==> src/rtl/seven_segment_pkg.sv <==
// Shared types and helpers for the seven-segment display arbiter.
package seven_segment_pkg;

  // Arbiter FSM states
  typedef enum logic [1:0] {
    IDLE = 2'd0,
    HOLD = 2'd1,
    OPEN = 2'd2
  } state_e;

  // Minimum ownership time in clock cycles: MHz * 1000 cycles per millisecond
  function automatic int hold_cycles_f(input int clk_mhz, input int hold_ms);
    return clk_mhz * 1000 * hold_ms;
  endfunction

endpackage

==> src/rtl/seven_segment_arbiter_picker.sv <==
// Combinational round-robin picker: returns the first active request at or
// after 'start', wrapping past the highest index back to zero.
module round_robin_picker
  import seven_segment_pkg::*;
#(
  parameter int n_req = 3,
  localparam int idx_w = $clog2(n_req)
) (
  input  logic [n_req-1:0] req,
  input  logic [idx_w-1:0] start,
  output logic             valid,
  output logic [idx_w-1:0] index
);

  logic [n_req-1:0] rot_s;
  int               pos_s;

  // Rotate so that bit 0 corresponds to the requester at 'start'
  assign rot_s = n_req'({req, req} >> start);

  // Scan the rotated vector; the first set bit is the winner
  always_comb begin
    valid = 1'b0;
    index = {idx_w{1'b0}};
    pos_s = 0;
    for (int k = 0; k < n_req; k++) begin
      pos_s = (int'(start) + k >= n_req) ? int'(start) + k - n_req : int'(start) + k;
      if (!valid && rot_s[k]) begin
        valid = 1'b1;
        index = idx_w'(pos_s);
      end else begin
        index = index;
      end
    end
  end

endmodule

==> src/rtl/seven_segment_arbiter.sv <==
// Seven-segment display arbiter: several requesters share one display; the
// owner keeps it for at least hold_cycles, then hands over round-robin.
// Optional macro SEVEN_SEGMENT_ARBITER_SNAPSHOT_EN: capture number/dots only
// when a grant is issued instead of following the owner's inputs live.
module seven_segment_arbiter
  import seven_segment_pkg::*;
#(
  parameter int n_req   = 3,
  parameter int w_digit = 2,
  parameter int clk_mhz = 50,
  parameter int hold_ms = 500
) (
  input  logic                       clk,
  input  logic                       rst,
  input  logic [n_req-1:0]           req,
  input  logic [n_req*w_digit*4-1:0] number_in,
  input  logic [n_req*w_digit-1:0]   dots_in,
  output logic [n_req-1:0]           grant,
  output logic [w_digit*4-1:0]       number,
  output logic [w_digit-1:0]         dots,
  output logic                       busy
);

  localparam int IDX_W       = $clog2(n_req);
  localparam int HOLD_CYCLES = hold_cycles_f(clk_mhz, hold_ms);
  localparam int CNT_W       = $clog2(HOLD_CYCLES + 1);
  localparam logic [CNT_W-1:0] CNT_MAX   = {CNT_W{1'b1}};
  // HOLD ends as the counter steps onto hold_cycles-1, so together with the
  // single OPEN decision cycle the owner holds the display hold_cycles cycles.
  localparam logic [CNT_W-1:0] HOLD_LAST = CNT_W'(HOLD_CYCLES - 1);

`ifdef SEVEN_SEGMENT_ARBITER_SNAPSHOT_EN
  localparam logic LIVE_EN = 1'b0;
`else
  localparam logic LIVE_EN = 1'b1;
`endif

  // One-hot vector for a requester index
  function automatic logic [n_req-1:0] onehot_f(input logic [IDX_W-1:0] i);
    return n_req'(1'b1) << i;
  endfunction

  // Successor index with wrap to zero
  function automatic logic [IDX_W-1:0] next_idx_f(input logic [IDX_W-1:0] i);
    return (i == IDX_W'(n_req - 1)) ? {IDX_W{1'b0}} : i + IDX_W'(1'b1);
  endfunction

  state_e               state_r, state_next_s;
  logic [IDX_W-1:0]     owner_r, owner_next_s;
  logic [IDX_W-1:0]     last_owner_r, last_next_s;
  logic [CNT_W-1:0]     cnt_r, cnt_next_s, cnt_inc_s;
  logic [n_req-1:0]     grant_r, grant_next_s;
  logic                 busy_r;
  logic [w_digit*4-1:0] number_r, sel_number_s;
  logic [w_digit-1:0]   dots_r, sel_dots_s;
  logic                 load_s;
  logic [IDX_W-1:0]     load_idx_s;
  logic [n_req-1:0]     pick_req_s;
  logic [IDX_W-1:0]     pick_start_s;
  logic                 pick_valid_s;
  logic [IDX_W-1:0]     pick_idx_s;

  // Saturating increment of the hold counter
  assign cnt_inc_s = (cnt_r == CNT_MAX) ? cnt_r : cnt_r + CNT_W'(1'b1);

  // Picker setup: in OPEN search past the owner excluding it, else past last owner
  always_comb begin
    pick_req_s   = req;
    pick_start_s = next_idx_f(last_owner_r);
    if (state_r == OPEN) begin
      pick_req_s   = req & ~onehot_f(owner_r);
      pick_start_s = next_idx_f(owner_r);
    end else begin
      pick_req_s   = req;
    end
  end

  round_robin_picker #(
    .n_req (n_req)
  ) u_picker (
    .req   (pick_req_s),
    .start (pick_start_s),
    .valid (pick_valid_s),
    .index (pick_idx_s)
  );

  // FSM next state, ownership bookkeeping and display load control
  always_comb begin
    state_next_s = state_r;
    owner_next_s = owner_r;
    last_next_s  = last_owner_r;
    cnt_next_s   = cnt_r;
    grant_next_s = grant_r;
    load_s       = 1'b0;
    load_idx_s   = owner_r;
    case (state_r)
      IDLE: begin
        grant_next_s = {n_req{1'b0}};
        if (pick_valid_s) begin
          state_next_s = HOLD;
          owner_next_s = pick_idx_s;
          grant_next_s = onehot_f(pick_idx_s);
          cnt_next_s   = {CNT_W{1'b0}};
          load_s       = 1'b1;
          load_idx_s   = pick_idx_s;
        end else begin
          state_next_s = IDLE;
        end
      end
      HOLD: begin
        cnt_next_s = cnt_inc_s;
        load_s     = LIVE_EN;
        if (cnt_inc_s >= HOLD_LAST) begin
          state_next_s = OPEN;
        end else begin
          state_next_s = HOLD;
        end
      end
      OPEN: begin
        if (pick_valid_s) begin
          // Another requester takes over directly, no idle cycle
          state_next_s = HOLD;
          owner_next_s = pick_idx_s;
          grant_next_s = onehot_f(pick_idx_s);
          cnt_next_s   = {CNT_W{1'b0}};
          load_s       = 1'b1;
          load_idx_s   = pick_idx_s;
        end else if (req[owner_r]) begin
          state_next_s = OPEN;
          load_s       = LIVE_EN;
        end else begin
          state_next_s = IDLE;
          grant_next_s = {n_req{1'b0}};
          last_next_s  = owner_r;
          load_s       = LIVE_EN;
        end
      end
      default: begin
        state_next_s = IDLE;
        grant_next_s = {n_req{1'b0}};
      end
    endcase
  end

  // Select the display slice of the requester being loaded
  always_comb begin
    sel_number_s = number_r;
    sel_dots_s   = dots_r;
    for (int i = 0; i < n_req; i++) begin
      if (load_idx_s == IDX_W'(i)) begin
        sel_number_s = number_in[i*w_digit*4 +: w_digit*4];
        sel_dots_s   = dots_in[i*w_digit +: w_digit];
      end else begin
        sel_dots_s   = sel_dots_s;
      end
    end
  end

  // State, ownership and output registers
  always_ff @(posedge clk) begin
    if (rst) begin
      state_r      <= IDLE;
      owner_r      <= {IDX_W{1'b0}};
      last_owner_r <= IDX_W'(n_req - 1);
      cnt_r        <= {CNT_W{1'b0}};
      grant_r      <= {n_req{1'b0}};
      busy_r       <= 1'b0;
      number_r     <= {(w_digit*4){1'b0}};
      dots_r       <= {w_digit{1'b0}};
    end else begin
      state_r      <= state_next_s;
      owner_r      <= owner_next_s;
      last_owner_r <= last_next_s;
      cnt_r        <= cnt_next_s;
      grant_r      <= grant_next_s;
      busy_r       <= (state_next_s != IDLE);
      if (load_s) begin
        number_r <= sel_number_s;
        dots_r   <= sel_dots_s;
      end
    end
  end

  assign grant  = grant_r;
  assign busy   = busy_r;
  assign number = number_r;
  assign dots   = dots_r;

endmodule

==> config.mk <==
export PLATFORM = sky130hd
export DESIGN_NAME = seven_segment_arbiter
export DESIGN_NICKNAME = d
export VERILOG_FILES = /design/src/rtl/seven_segment_pkg.sv /design/src/rtl/seven_segment_arbiter_picker.sv /design/src/rtl/seven_segment_arbiter.sv
export SDC_FILE = /design/constraint.sdc
export NUM_CORES = 1
export LEC_CHECK = 0
export BUFFER_PORTS_ARGS = -buffer_cell sky130_fd_sc_hd__buf_2
export CAP_MARGIN = 20
export CORE_ASPECT_RATIO = 0.6
export CORE_MARGIN = 2
export CORE_UTILIZATION = 30
export DETAILED_ROUTE_END_ITERATION = 8
export GPL_TIMING_DRIVEN = 0
export PLACE_DENSITY = 0.6
export SYNTH_ARGS = -nofsm -noshare
export SYNTH_HDL_FRONTEND = slang
export SYNTH_SLANG_ARGS = --single-unit
==> constraint.sdc <==
create_clock -name clk -period 2.8 [get_ports clk]
set_clock_uncertainty 0.15 [all_clocks]
set_input_delay 0.28 -clock clk [delete_from_list [all_inputs] [get_ports clk]]
set_output_delay 0.28 -clock clk [all_outputs]
set_load 0.005 [all_outputs]
==> reports/results.ini <==
[synth]
synth_area_sq_um=3425
synth_area_per_cell_sq_um=8.020
ys_async_sr_fraction_pct=0
yosysSeqAreaShare_pct=26.31
yosysWarnings=0
yosys_most_used_dff=dfxtp_1
ys_ff_latch=45
ys_types=74
netlist_instances=427
syn-num-nets=469
synth_edf_count=0

[drt]
drt_iter0_drc=451
drt_wl_total_um=11620
wl_per_cell_um=18.12
ant_nets=0
via_count=3822
first_pass_iters=6
route.detailed.drc=0
viasPerCell=5.963

[clocking]
clock_sinks=45
clk_latency_ns=0.30
cts-root-buf=clkbuf_16
ctsHtreeMaxLevel=2
clk_pin_slew_worst_paths_ns=0.07
cts_tree=built
holdBufCountCts=0
clk_path_buf_depth=2
cts-buffers-inserted=5

[power_and_ir_drop]
p_per_area_nw_per_um2=360.8
swShare_pct=29.56
ir_drop_mv=0.2396
seq_power_share_pct=42.0
clkPwrFrac_pct=37.0
internal-power_uw=1151
p_sw_uw=483.0
p_comb_share_pct=21.0
p_leak_uw=0.001576

[setup_path]
crit_path_end_kind=flip-flop
path_buf_inv=2
crit_fanout=8
crit_type=flip-flop to flip-flop
path_cells=inv_4 > ha_4 > and3b_2 > or2_4 > ha_4 > o2111ai_4 > and2_4 > a311oi_4 > buf_6 > mux2i_4 > o221ai_2
startpoint_type=flip-flop
crit_top_cell=ha_4
path_delay_family=simple AND/OR/NAND/NOR gates
arrival_ns=2.95
worst_path_max_delay_cell=a311oi_4
max_stage_delay_ns=0.38
cp.required_ns=2.83

[place]
dpl_worst_slack_ns=-0.4876
place_area_sq_um=3847
dp_hpwl_um=8086
portBuffers=48
gp_congestion=0.9343

[layout]
antenna_cells=0
multi_input_area_sq_um=2688
layout-drive-gt1-share_pct=31.19
layout_commonest_cell=buf_2
syn_to_final_growth_pct=32.26
fin_nets=538
nFillCells=1108
regArea_sq_um=910.9
mostFrequentLayoutCells=buf_2 (56), dfxtp_1 (41), nor2_1 (30), nand2_1 (26), a21oi_1 (24)
stdcell_area_sq_um=4529

[outcome]
status=finished, violations left
violations=setup timing

[hold_path]
hold_path.class=input pin to flip-flop

[sta]
finalSetupViolations=10
fin_crit_ns=2.929
rsz0062_at_grt=true
relSlewSlack_pct=54.77
finalCritPeriodShare_pct=104.6
finalHoldViolations=0
drv_slew=0
worst_slack_ns=-0.1292
tightest_slew_ns=0.6784
fmax_mhz=341.4

[global_routing]
track_usage_pct=18.36
grt_pass1_vias=3424
grt_pass1_wl_um=18050
overflow=0
antenna_found_initial=0
grt_max_degree=16

[floorplan]
die_w_um=141.9
die_area_sq_um=12310
die_h_um=86.76
initial_utilization_pct=30.51
core_area_sq_um=11220
rows=30
num_io_pins=49

[run]
drv_cap=0

## layer usage
layer	global-route usage (%)	vias to the layer above	share of wire, %
met5	0	-	0
met4	4.455	0	1.4
met3	3.867	15	7.9
met2	24.05	193	39
met1	29.49	1808	52
li1	-	1806	-
## power groups by stage
stage / logic [uW] / clock network [uW] / registers, uW
final: 343 / 605 / 687
after global routing: 369 / 645 / 691
after detailed placement: 272 / 0 / 700
after CTS: 294 / 614 / 687
after floorplan: 165 / 0 / 700
after global placement: 268 / 0 / 700
## Yosys cell counts (11+ instances only)
library cell	count	area, sq um
inv_1	11	41.29
nand4_1	23	143.9
dfxtp_1	45	900.9
nand2_1	27	101.4
mux2i_1	16	160.2
a21oi_1	26	130.1
o21ai_0	18	90.09
nor2_1	31	116.4
clkbuf_1	16	60.06
o221ai_1	12	105.1
a311oi_1	12	105.1
buf_2	12	60.06
nand2b_1	13	81.33
## state kept, by name (all words and copies together), names as in the netlist
name / flops
grant: 3
busy: 1
cnt_r: 25
number: 8
dots: 2
last_owner_r: 2
state_r: 2
owner_r: 2
## logic make-up (layout without fill, tap and decap cells)
logic type | after synthesis | in the layout | synth area share (%)
simple gates | 178 | 178 | 31.09
fa+ha+maj | 7 | 7 | 2.557
flops | 45 | 45 | 26.31
buf+inv | 44 | 114 | 5.773
compound gates | 131 | 131 | 28.06
xor+xnor | 6 | 6 | 1.535
mux | 16 | 16 | 4.677
## stage by stage
stage	total power [uW]	hold WS, ns	setup TNS (ns)	utilization (%)	std cells
after floorplan	864.1	0.2844	0	-	427
after global placement	968.0	0.2922	-8.134	34.28	619
after detailed placement	971.6	0.3067	-9.768	34.28	619
after CTS	1595	0.06697	-0.7784	37.48	633
after global routing	1704	0.08432	-2.364	40.36	641
final	1634	0.07099	-0.9758	40.36	641
## final timing paths
path	startpoint	slack [ns]	to	depth (start not counted)
worst min-delay path	number_in[18]	0.07	number[2]	3
worst max-delay path	state_r[0]	-0.13	number[0]	11
worst max register to register	state_r[0]	-0.13	number[0]	11
worst min register to register	grant[1]	0.31	grant[1]	2
## final cells by class
cell class | instances | area share [%]
flip-flops and latches | 45 | 20.11
well taps | 144 | 3.978
plain buffers | 28 | 3.564
repair buffers | 67 | 8.812
clock inverters | 3 | 0.4696
inverters | 11 | 0.9669
multi-input cells | 338 | 59.34
clock buffers | 5 | 2.762
## what timing repair did
item,in CTS,in global routing
pin swaps,5,8
buffers inserted,5,13
setup endpoints to repair,39,37
resized for setup,36,56
gates cloned,1,0
## worst min-delay path: stages
cell      delay [ns]
buf_2           0.07
nand4_1         0.06
o221ai_1        0.07
(Power assumes the default switching activity.)
